===== src/rtl/spi_xfer_ctrl.sv =====
// SPI byte sequencer: TX/RX FIFOs (first-word fall-through) around an IDLE/SETUP/XFER/HOLD chip-select FSM.
// Latency: first byte CS_SETUP clk after CS falls; chained bytes have no CS gap. Backpressure: tx_ready=!TX full, a byte starts only with RX room.
module spi_xfer_ctrl #(
  parameter int DEPTH    = 4,
  parameter int CS_SETUP = 2
) (
  input  logic       clk,
  input  logic       resetn,
  input  logic [7:0] clkdiv,
  input  logic [7:0] tx_data,
  input  logic       tx_valid,
  output logic       tx_ready,
  output logic [7:0] rx_data,
  output logic       rx_valid,
  input  logic       rx_ready,
  input  logic       cs_hold,
  output logic       busy,
  output logic       SPI_CS,
  output logic       clkr,
  output logic [7:0] spi_tx_byte,
  output logic       spi_transfer,
  input  logic       spi_tx_busy,
  input  logic [7:0] spi_rx_byte,
  input  logic       spi_rx_ready
);

  localparam int AW = $clog2(DEPTH);
  localparam int SW = (CS_SETUP < 2) ? 1 : $clog2(CS_SETUP + 1);

  localparam logic [1:0] IDLE  = 2'd0;
  localparam logic [1:0] SETUP = 2'd1;
  localparam logic [1:0] XFER  = 2'd2;
  localparam logic [1:0] HOLD  = 2'd3;

  logic [1:0]    state;
  logic [SW-1:0] setup_cnt;
  logic [7:0]    div_q;
  logic [7:0]    div_cnt;

  logic [7:0]    tx_mem [DEPTH];
  logic [AW-1:0] tx_wp, tx_rp;
  logic [AW:0]   tx_cnt;
  logic [7:0]    rx_mem [DEPTH];
  logic [AW-1:0] rx_wp, rx_rp;
  logic [AW:0]   rx_cnt;

  logic tx_push, tx_pop, tx_full, tx_empty;
  logic rx_push, rx_pop, rx_full, rx_empty;
  logic [AW+1:0] rx_cnt_next;
  logic rx_room_after;
  logic unused_tx_busy;

  assign unused_tx_busy = spi_tx_busy;

  assign tx_full  = (tx_cnt == (AW+1)'(DEPTH));
  assign tx_empty = (tx_cnt == '0);
  assign rx_full  = (rx_cnt == (AW+1)'(DEPTH));
  assign rx_empty = (rx_cnt == '0);

  assign tx_ready = !tx_full;
  assign tx_push  = tx_valid && !tx_full;
  assign rx_valid = !rx_empty;
  assign rx_data  = rx_mem[rx_rp];
  assign rx_pop   = rx_ready && !rx_empty;
  assign rx_push  = (state == XFER) && spi_rx_ready;

  assign busy         = (state != IDLE);
  assign spi_transfer = (state == XFER) && !spi_rx_ready;

  // Room test for chaining counts the byte landing now and any same-cycle reader pop.
  assign rx_cnt_next   = {1'b0, rx_cnt} + (AW+2)'(rx_push) - (AW+2)'(rx_pop);
  assign rx_room_after = (rx_cnt_next < (AW+2)'(DEPTH));

  always_comb begin
    tx_pop = 1'b0;
    case (state)
      SETUP:   tx_pop = (setup_cnt <= SW'(1)) && !tx_empty && !rx_full;
      XFER:    tx_pop = spi_rx_ready && !tx_empty && rx_room_after;
      HOLD:    tx_pop = !tx_empty && !rx_full;
      default: tx_pop = 1'b0;
    endcase
  end

  always_ff @(posedge clk) begin
    if (!resetn) begin
      tx_wp  <= '0;
      tx_rp  <= '0;
      tx_cnt <= '0;
      rx_wp  <= '0;
      rx_rp  <= '0;
      rx_cnt <= '0;
    end else begin
      if (tx_push) tx_wp <= tx_wp + 1'b1;
      if (tx_pop)  tx_rp <= tx_rp + 1'b1;
      if (rx_push) rx_wp <= rx_wp + 1'b1;
      if (rx_pop)  rx_rp <= rx_rp + 1'b1;
      tx_cnt <= tx_cnt + (AW+1)'(tx_push) - (AW+1)'(tx_pop);
      rx_cnt <= rx_cnt + (AW+1)'(rx_push) - (AW+1)'(rx_pop);
    end
  end

  always_ff @(posedge clk) begin
    if (tx_push) tx_mem[tx_wp] <= tx_data;
    if (rx_push) rx_mem[rx_wp] <= spi_rx_byte;
  end

  always_ff @(posedge clk) begin
    if (!resetn) begin
      state       <= IDLE;
      setup_cnt   <= '0;
      spi_tx_byte <= '0;
      div_q       <= '0;
      SPI_CS      <= 1'b1;
    end else begin
      if (tx_pop) spi_tx_byte <= tx_mem[tx_rp];
      case (state)
        IDLE: begin
          div_q <= clkdiv;
          if (!tx_empty) begin
            state     <= SETUP;
            setup_cnt <= SW'(CS_SETUP);
            SPI_CS    <= 1'b0;
          end
        end
        SETUP: begin
          if (tx_pop) state <= XFER;
          else if (setup_cnt > SW'(1)) setup_cnt <= setup_cnt - 1'b1;
        end
        XFER: begin
          if (spi_rx_ready && !tx_pop) begin
            state  <= cs_hold ? HOLD : IDLE;
            SPI_CS <= !cs_hold;
          end
        end
        default: begin
          if (tx_pop) state <= XFER;
          else if (!cs_hold) begin
            state  <= IDLE;
            SPI_CS <= 1'b1;
          end
        end
      endcase
    end
  end

  // Divider restarts each byte so every byte begins with clkr low.
  always_ff @(posedge clk) begin
    if (!resetn) begin
      div_cnt <= '0;
      clkr    <= 1'b0;
    end else if (state == XFER && !spi_rx_ready) begin
      if (div_cnt == div_q) begin
        div_cnt <= '0;
        clkr    <= ~clkr;
      end else begin
        div_cnt <= div_cnt + 1'b1;
      end
    end else begin
      div_cnt <= '0;
      clkr    <= 1'b0;
    end
  end

endmodule


===== config.mk =====
export PLATFORM = sky130hd
export DESIGN_NAME = spi_xfer_ctrl
export DESIGN_NICKNAME = d
export VERILOG_FILES = /design/src/rtl/spi_xfer_ctrl.sv
export SDC_FILE = /design/constraint.sdc
export NUM_CORES = 1
export LEC_CHECK = 0
export BUFFER_PORTS_ARGS = -buffer_cell sky130_fd_sc_hd__clkbuf_2
export CAP_MARGIN = 5
export CORE_MARGIN = 8
export CORE_UTILIZATION = 58
export DETAILED_ROUTE_END_ITERATION = 12
export PLACE_DENSITY = 0.78
export SLEW_MARGIN = 40
export SYNTH_ARGS = -nofsm -noshare
export SYNTH_HDL_FRONTEND = slang
export SYNTH_SLANG_ARGS = --single-unit

===== constraint.sdc =====
create_clock -name clk -period 5.15 [get_ports clk]
set_input_delay 1.03 -clock clk [delete_from_list [all_inputs] [get_ports clk]]
set_output_delay 1.03 -clock clk [all_outputs]
set_load 0.02 [all_outputs]

**Yosys cells after proc, flatten, opt, wreduce, memory -nomap -nowiden**

Memory sizes are Yosys's and may differ from the RTL's. A register that Yosys moved wholly into a read port is not among the register bits.
Cells that the tools add are included.

- Memories kept: 2
- Bits of input ports: 31
- Flip-flop bits (word level): 36
- Logic and storage cells: 98
- Bits in writable memories: 64

- Bitwise operators: 4
- Magnitude comparators: 3
- Equality and inequality tests: 14
- Add/subtract/negate cells: 12
- Mux-type cells: 23
- Reductions and logical operators: 28

Memory list:

| name | words | bits a word | read ports | clocked after Yosys merged registers in | wr ports | line | source |
|---|---|---|---|---|---|---|---|
| rx_mem | 4 | 8 | 1 | 1 | 1 | 43 | `logic [7:0] rx_mem [DEPTH];` |
| tx_mem | 4 | 8 | 1 | 1 | 1 | 40 | `logic [7:0] tx_mem [DEPTH];` |

Operator list:

| cell | number |
|---|---|
| $mux 2 | 11 |
| $logic_and 1x1->1 | 10 |
| $add 2x1->2 const B | 4 |
| $add 8x1->8 const B | 1 |
| $eq 8x8->1 | 1 |
| $logic_not 1->1 | 8 |
| $mux 1 | 8 |
| $ne 2x2->1 const B | 4 |
| $reduce_and 4->1 | 2 |
| $add 3x1->3 | 2 |
| $eq 3x3->1 const B | 2 |
| $logic_not 3->1 | 2 |
| $ne 3x1->1 const B | 2 |
| $pmux 1 s3 | 2 |
| $pmux 2 s3 | 1 |
| $sub 3x1->3 | 2 |
| $reduce_and 5->1 | 1 |
| $add 3x1->4 | 1 |
| $eq 2x2->1 const B | 2 |
| $lt 4x3->1 const B | 1 |
| $ne 4x1->1 const B | 1 |
| $not 1->1 | 4 |
| $pmux 2 s2 | 1 |
| $reduce_bool 2->1 | 2 |
| other kinds (9) | 9 |

**Longest topological paths before layout**

- Depth after elaboration: 11
- Gate-level depth with buffers: 22
- Mapped depth without buffers: 19

**Worst setup path after synthesis**

No wires, ideal clock.

- Kind: in2reg
- From: input port spi_rx_ready
- To: register tx_cnt[2]
- Data arrival time: 4411 ps
- Stages on the path: 20
- Slack: 624 ps
- Path buffers: 2
- Data required time: 5035 ps
- Cell sequence: and2_1 > clkbuf_1 > inv_1 > ha_1 > inv_1 > ha_1 > fa_1 > xor2_2 > a2111oi_2 > o31ai_2 > buf_6 > inv_2 > ha_1 > inv_1 > ha_1 > inv_1 > fa_1 > xnor2_1 > xnor2_1 > and2_1

- Longest elaborated chain between the ends: 7

RTL lines:

| item | line | source |
|---|---|---|
| start: declaration | 24 | `input logic spi_rx_ready` |
| $logic_and 1x1->1 | 65 | `assign rx_push = (state == XFER) && spi_rx_ready;` |
| $add 3x1->4 | 71 | `assign rx_cnt_next = {1'b0, rx_cnt} + (AW+2)'(rx_push) - (AW+2)'(rx_pop);` |
| $sub 4x1->4 | 71 |  |
| $lt 4x3->1 | 72 | `assign rx_room_after = (rx_cnt_next < (AW+2)'(DEPTH));` |
| $logic_and 1x1->1 * | 78 | `XFER: tx_pop = spi_rx_ready && !tx_empty && rx_room_after;` |
| $pmux 1 s3 * | 76 | `case (state)` |
| net tx_pop | 47 | `logic tx_push, tx_pop, tx_full, tx_empty;` |
| $sub 3x1->3 * | 97 | `tx_cnt <= tx_cnt + (AW+1)'(tx_push) - (AW+1)'(tx_pop);` |
| end signal: assignment | 97 |  |
| end: declaration | 42 | `logic [AW:0] tx_cnt;` |

Mark *: on every way through the listed nets, which the timed path passes. The rest lies on a longest branch.
A chain may end at the register's enable or synchronous reset.

**Final worst setup path**

- From: register state[1]
- To: register tx_cnt[2]

- Longest elaborated chain between the ends: 8

RTL lines:

| item | line | source |
|---|---|---|
| start: declaration | 35 | `logic [1:0] state;` |
| start signal: assignment | 131 | `state <= cs_hold ? HOLD : IDLE;` |
| $eq 2x2->1 | 65, 76 |  |
| $logic_and 1x1->1 | 65 |  |
| $add 3x1->4 | 71 |  |
| $sub 4x1->4 | 71 |  |
| $lt 4x3->1 | 72 |  |
| $logic_and 1x1->1 | 78 |  |
| $pmux 1 s3 * | 76 |  |
| net tx_pop | 47 |  |
| $sub 3x1->3 * | 97 |  |

Marks and branches as above.

==> out/summary.txt <==
Final Hold Vio Count - 0
First-pass GRT wire length - 13300 um
Post-synthesis cell area - 4650 um2
Initial Utilization - 60.1%
Crit. End Element - flop
Yosys reg bits - 110
Tmin final - 4.46 ns
Finished Cell Area - 5180 um2
R2R Path End - tx_cnt[2]$_SDFF_PN0_
Drt wl/cell - 15.8 um
P&R area growth vs syn - 11.6%
Setup violators final - 0
CTS Hold Bufs - 0
Slew Viols, Final - 0
Worst-path cell chain - nor2b_1 -> and2_1 -> inv_1 -> ha_1 -> inv_1 -> ha_1 -> fa_1 -> xor2_2 -> a2111oi_2 -> o31ai_2 -> inv_2 -> ha_1 -> inv_1 -> ha_1 -> inv_1 -> fa_1 -> xnor2_1 -> xnor2_1 -> and2_1
Clock Skew - 0.00988 ns
Inserted Diodes - 0
DR pass1 iterations - 4
MaxCap Viol Count - 0
Pwr per Cell Area - 459 nW/um2
Total CTS buffers - 9
Routed Antenna Nets - 0
Clock Power Share - 23.3%
Io pins - 53
Cell row count - 32
Vias - 2662
Setup TNS - 0 ns
Synth Instances - 338
Share of cells above drive strength 1 - 23.9%
Post-DP Area - 4960 um2
Synth cell types - 45
Seq/Total Area, Yosys - 61.2%
DIE WIDTH - 105 um
Placer's final routability congestion estimate - 0.764
Kind of critical path - flop to flop
Maximum clock frequency - 0.224 GHz
Total gr overflow - 0
TritonCTS clock tree - done
Startpoint Class - flop
Hold_sp - div_q[7]$_SDFFE_PN0P_
Post-synth EDFFs - 64
Input/output buffers - 51
Start point of the critical path - state[1]$_SDFFE_PN0P_
Final Power - 2.38 mW
Rel. slew slack - 55.4%
DRC errors left - 0
R2r setup slk - 0.69 ns
Worst EP required - 5.42 ns
Clock Path Buffers - 2
WHS - 0.491 ns
Critical path's largest stage delay - 0.58 ns
Largest net degree at the start of global routing - 39
Synth Area per Inst - 13.7 um2
Dpl hpwl - 5710 um
Vias per std cell - 5.38
Arr. time, crit path - 4.73 ns
Hold depth - 2
CP Buf/Inv Count - 5
Post-layout nets - 437
Yosys warnings - 0
Initial DRC Count - 85
Worst-path clk slew - 0.11 ns
CTS resizes - 0
Cells on worst reg2reg path - 19
Async set-or-reset flop fraction in the synthesized netlist - 0%
Sw power - 0.779 mW
Hold EP - div_q[7]$_SDFFE_PN0P_
Int Power - 1.60 mW
GRT Overall Usage - 14.7%
Slowest-stage cell, CP - dfxtp_1
Die Ht - 105 um
RSZ-0062 raised after global routing - false
H-tree depth - 3
Period utilization - 86.7%
Num Clock Sinks - 110
Sequential Power Share - 48.4%
Critical-path maximum fanout - 14
Final WL - 7820 um
Leakage - 1.98 nW
Maximum vdd drop - 0.349 mV
Synth Flop Type - edfxtp_1
Worst Hold Class - flop to flop
CTS Root Cell - clkbuf_8
Setup Fix Bufs, Post-CTS - 0
Core ar. - 7730 um2
Worst Tran Pin Value - 0.668 ns
Status - finished, final reports clean
Comb power frac - 28.4%
Synth Net Count - 387
Vias in the first global route - 2770
R2r startpoint - state[1]$_SDFFE_PN0P_
Die area - 11100 um2
Worst skew pair latency - 0.37 ns
Initial antenna violation count - 0
Switching Fraction - 32.7%
CP delay by family, top - adder cells
[registers in the layout, summed over array words and instances (netlist names), named ones only]
name,count
rx_mem,32
tx_mem,32
div_cnt,8
div_q,8
spi_tx_byte,8
rx_cnt,3
tx_cnt,3
rx_rp,2
rx_wp,2
setup_cnt,2
state,2
tx_rp,2
tx_wp,2
SPI_CS,1
clkr,1
[kinds of logic (layout without fill, tap and decap cells)]
logic type,after synthesis,after routing,synth area share [%]
compound gates,28,28,4.52
buf+inv,29,84,2.91
fa+ha+maj,18,18,5.17
mux,24,24,9.48
simple gates,104,104,11.9
xor+xnor,25,25,4.87
flops,110,110,61.2
[power groups by stage]
stage                     clock network [mW]  registers (mW)  logic, mW
after global placement                     0            1.17      0.657
after global routing                   0.602            1.17      0.750
after CTS                              0.569            1.15      0.687
after detailed placement                   0            1.17      0.684
final                                  0.554            1.15      0.675
after floorplan                            0            1.13      0.560
[worst register-to-register path, stage by stage (launching register included)]
cell       delay (ns)
dfxtp_1          0.58
nor2b_1          0.37
and2_1           0.29
inv_1            0.07
ha_1             0.27
inv_1            0.04
ha_1             0.20
fa_1             0.41
xor2_2           0.22
a2111oi_2        0.45
o31ai_2          0.13
inv_2            0.07
ha_1             0.21
inv_1            0.06
ha_1             0.14
inv_1            0.05
fa_1             0.37
xnor2_1          0.15
xnor2_1          0.12
and2_1           0.15
[per-layer routing]
metal	share of wire (%)	vias up	global-route usage [%]
met5	0	-	0
met4	1.4	0	5.63
met3	3.9	14	3.65
met2	51	42	25.9
met1	43	1299	17.0
li1	-	1307	-
[worst max path at each step]
stage	slack [ns]	endpoint	cells after the start
floorplan	0.62	tx_cnt[2]$_SDFF_PN0_	20
global placement	0.49	tx_cnt[2]$_SDFF_PN0_	19
detailed placement	0.42	tx_cnt[2]$_SDFF_PN0_	19
CTS	0.70	tx_cnt[2]$_SDFF_PN0_	19
global route	0.39	tx_cnt[2]$_SDFF_PN0_	19
finish	0.69	tx_cnt[2]$_SDFF_PN0_	19
[cell usage after synthesis (all sizes together), types with 2 or more instances]
library cell,n,area share [%]
a21boi,10,1.6
a21oi,4,0.43
and2,17,2.3
and3,11,1.5
buf,6,1.1
clkbuf,7,0.57
dfxtp,46,20
edfxtp,64,41
fa,2,0.86
ha,16,4.3
inv,15,1.2
mux2i,8,1.7
mux4,16,7.8
nand2,24,1.9
nand3,7,0.75
nand4,3,0.40
nor2,18,1.5
nor2b,12,1.6
nor3,3,0.32
o2111ai,2,0.38
o21ai,3,0.32
o22ai,2,0.27
or3,2,0.32
or3b,2,0.38
xnor2,18,3.4
xor2,7,1.5
[final cells by class]
| class | instances | area, um2 |
|---|---|---|
| multi-input combinational | 199 | 1670 |
| tap | 102 | 128 |
| sequential | 110 | 2840 |
| timing repair buffer | 52 | 263 |
| inverter | 16 | 60.1 |
| clock inverter | 7 | 100 |
| fill | 582 | 2540 |
| clock buffer | 9 | 124 |
[layout by cell type (no fill, tap or decap), types with 3 or more instances in the layout]
cell type  Yosys  layout
a21boi_0      10      10
a21oi_1        4       4
and2_1        16      16
and3_1        11      11
clkbuf_2       0      51
clkbuf_8       0       9
dfxtp_1       46      46
edfxtp_1      64      64
ha_1          16      16
inv_1         14      14
inv_8          0       4
mux2i_1        8       8
mux4_2        16      16
nand2_1       24      24
nand3_1        7       7
nand4_1        3       3
nor2_1        18      18
nor2b_1       12      12
nor3_1         3       3
o21ai_0        3       3
xnor2_1       18      18
xor2_1         6       6
[per-stage QoR]
stage,util (%),instances,setup WS (ns)
after floorplan,-,338,0.624
after global placement,64.2,479,0.491
after detailed placement,64.2,479,0.423
after CTS,67.1,495,0.702
after global routing,67.1,495,0.385
final,67.1,495,0.686
(Power assumes the default switching activity.)
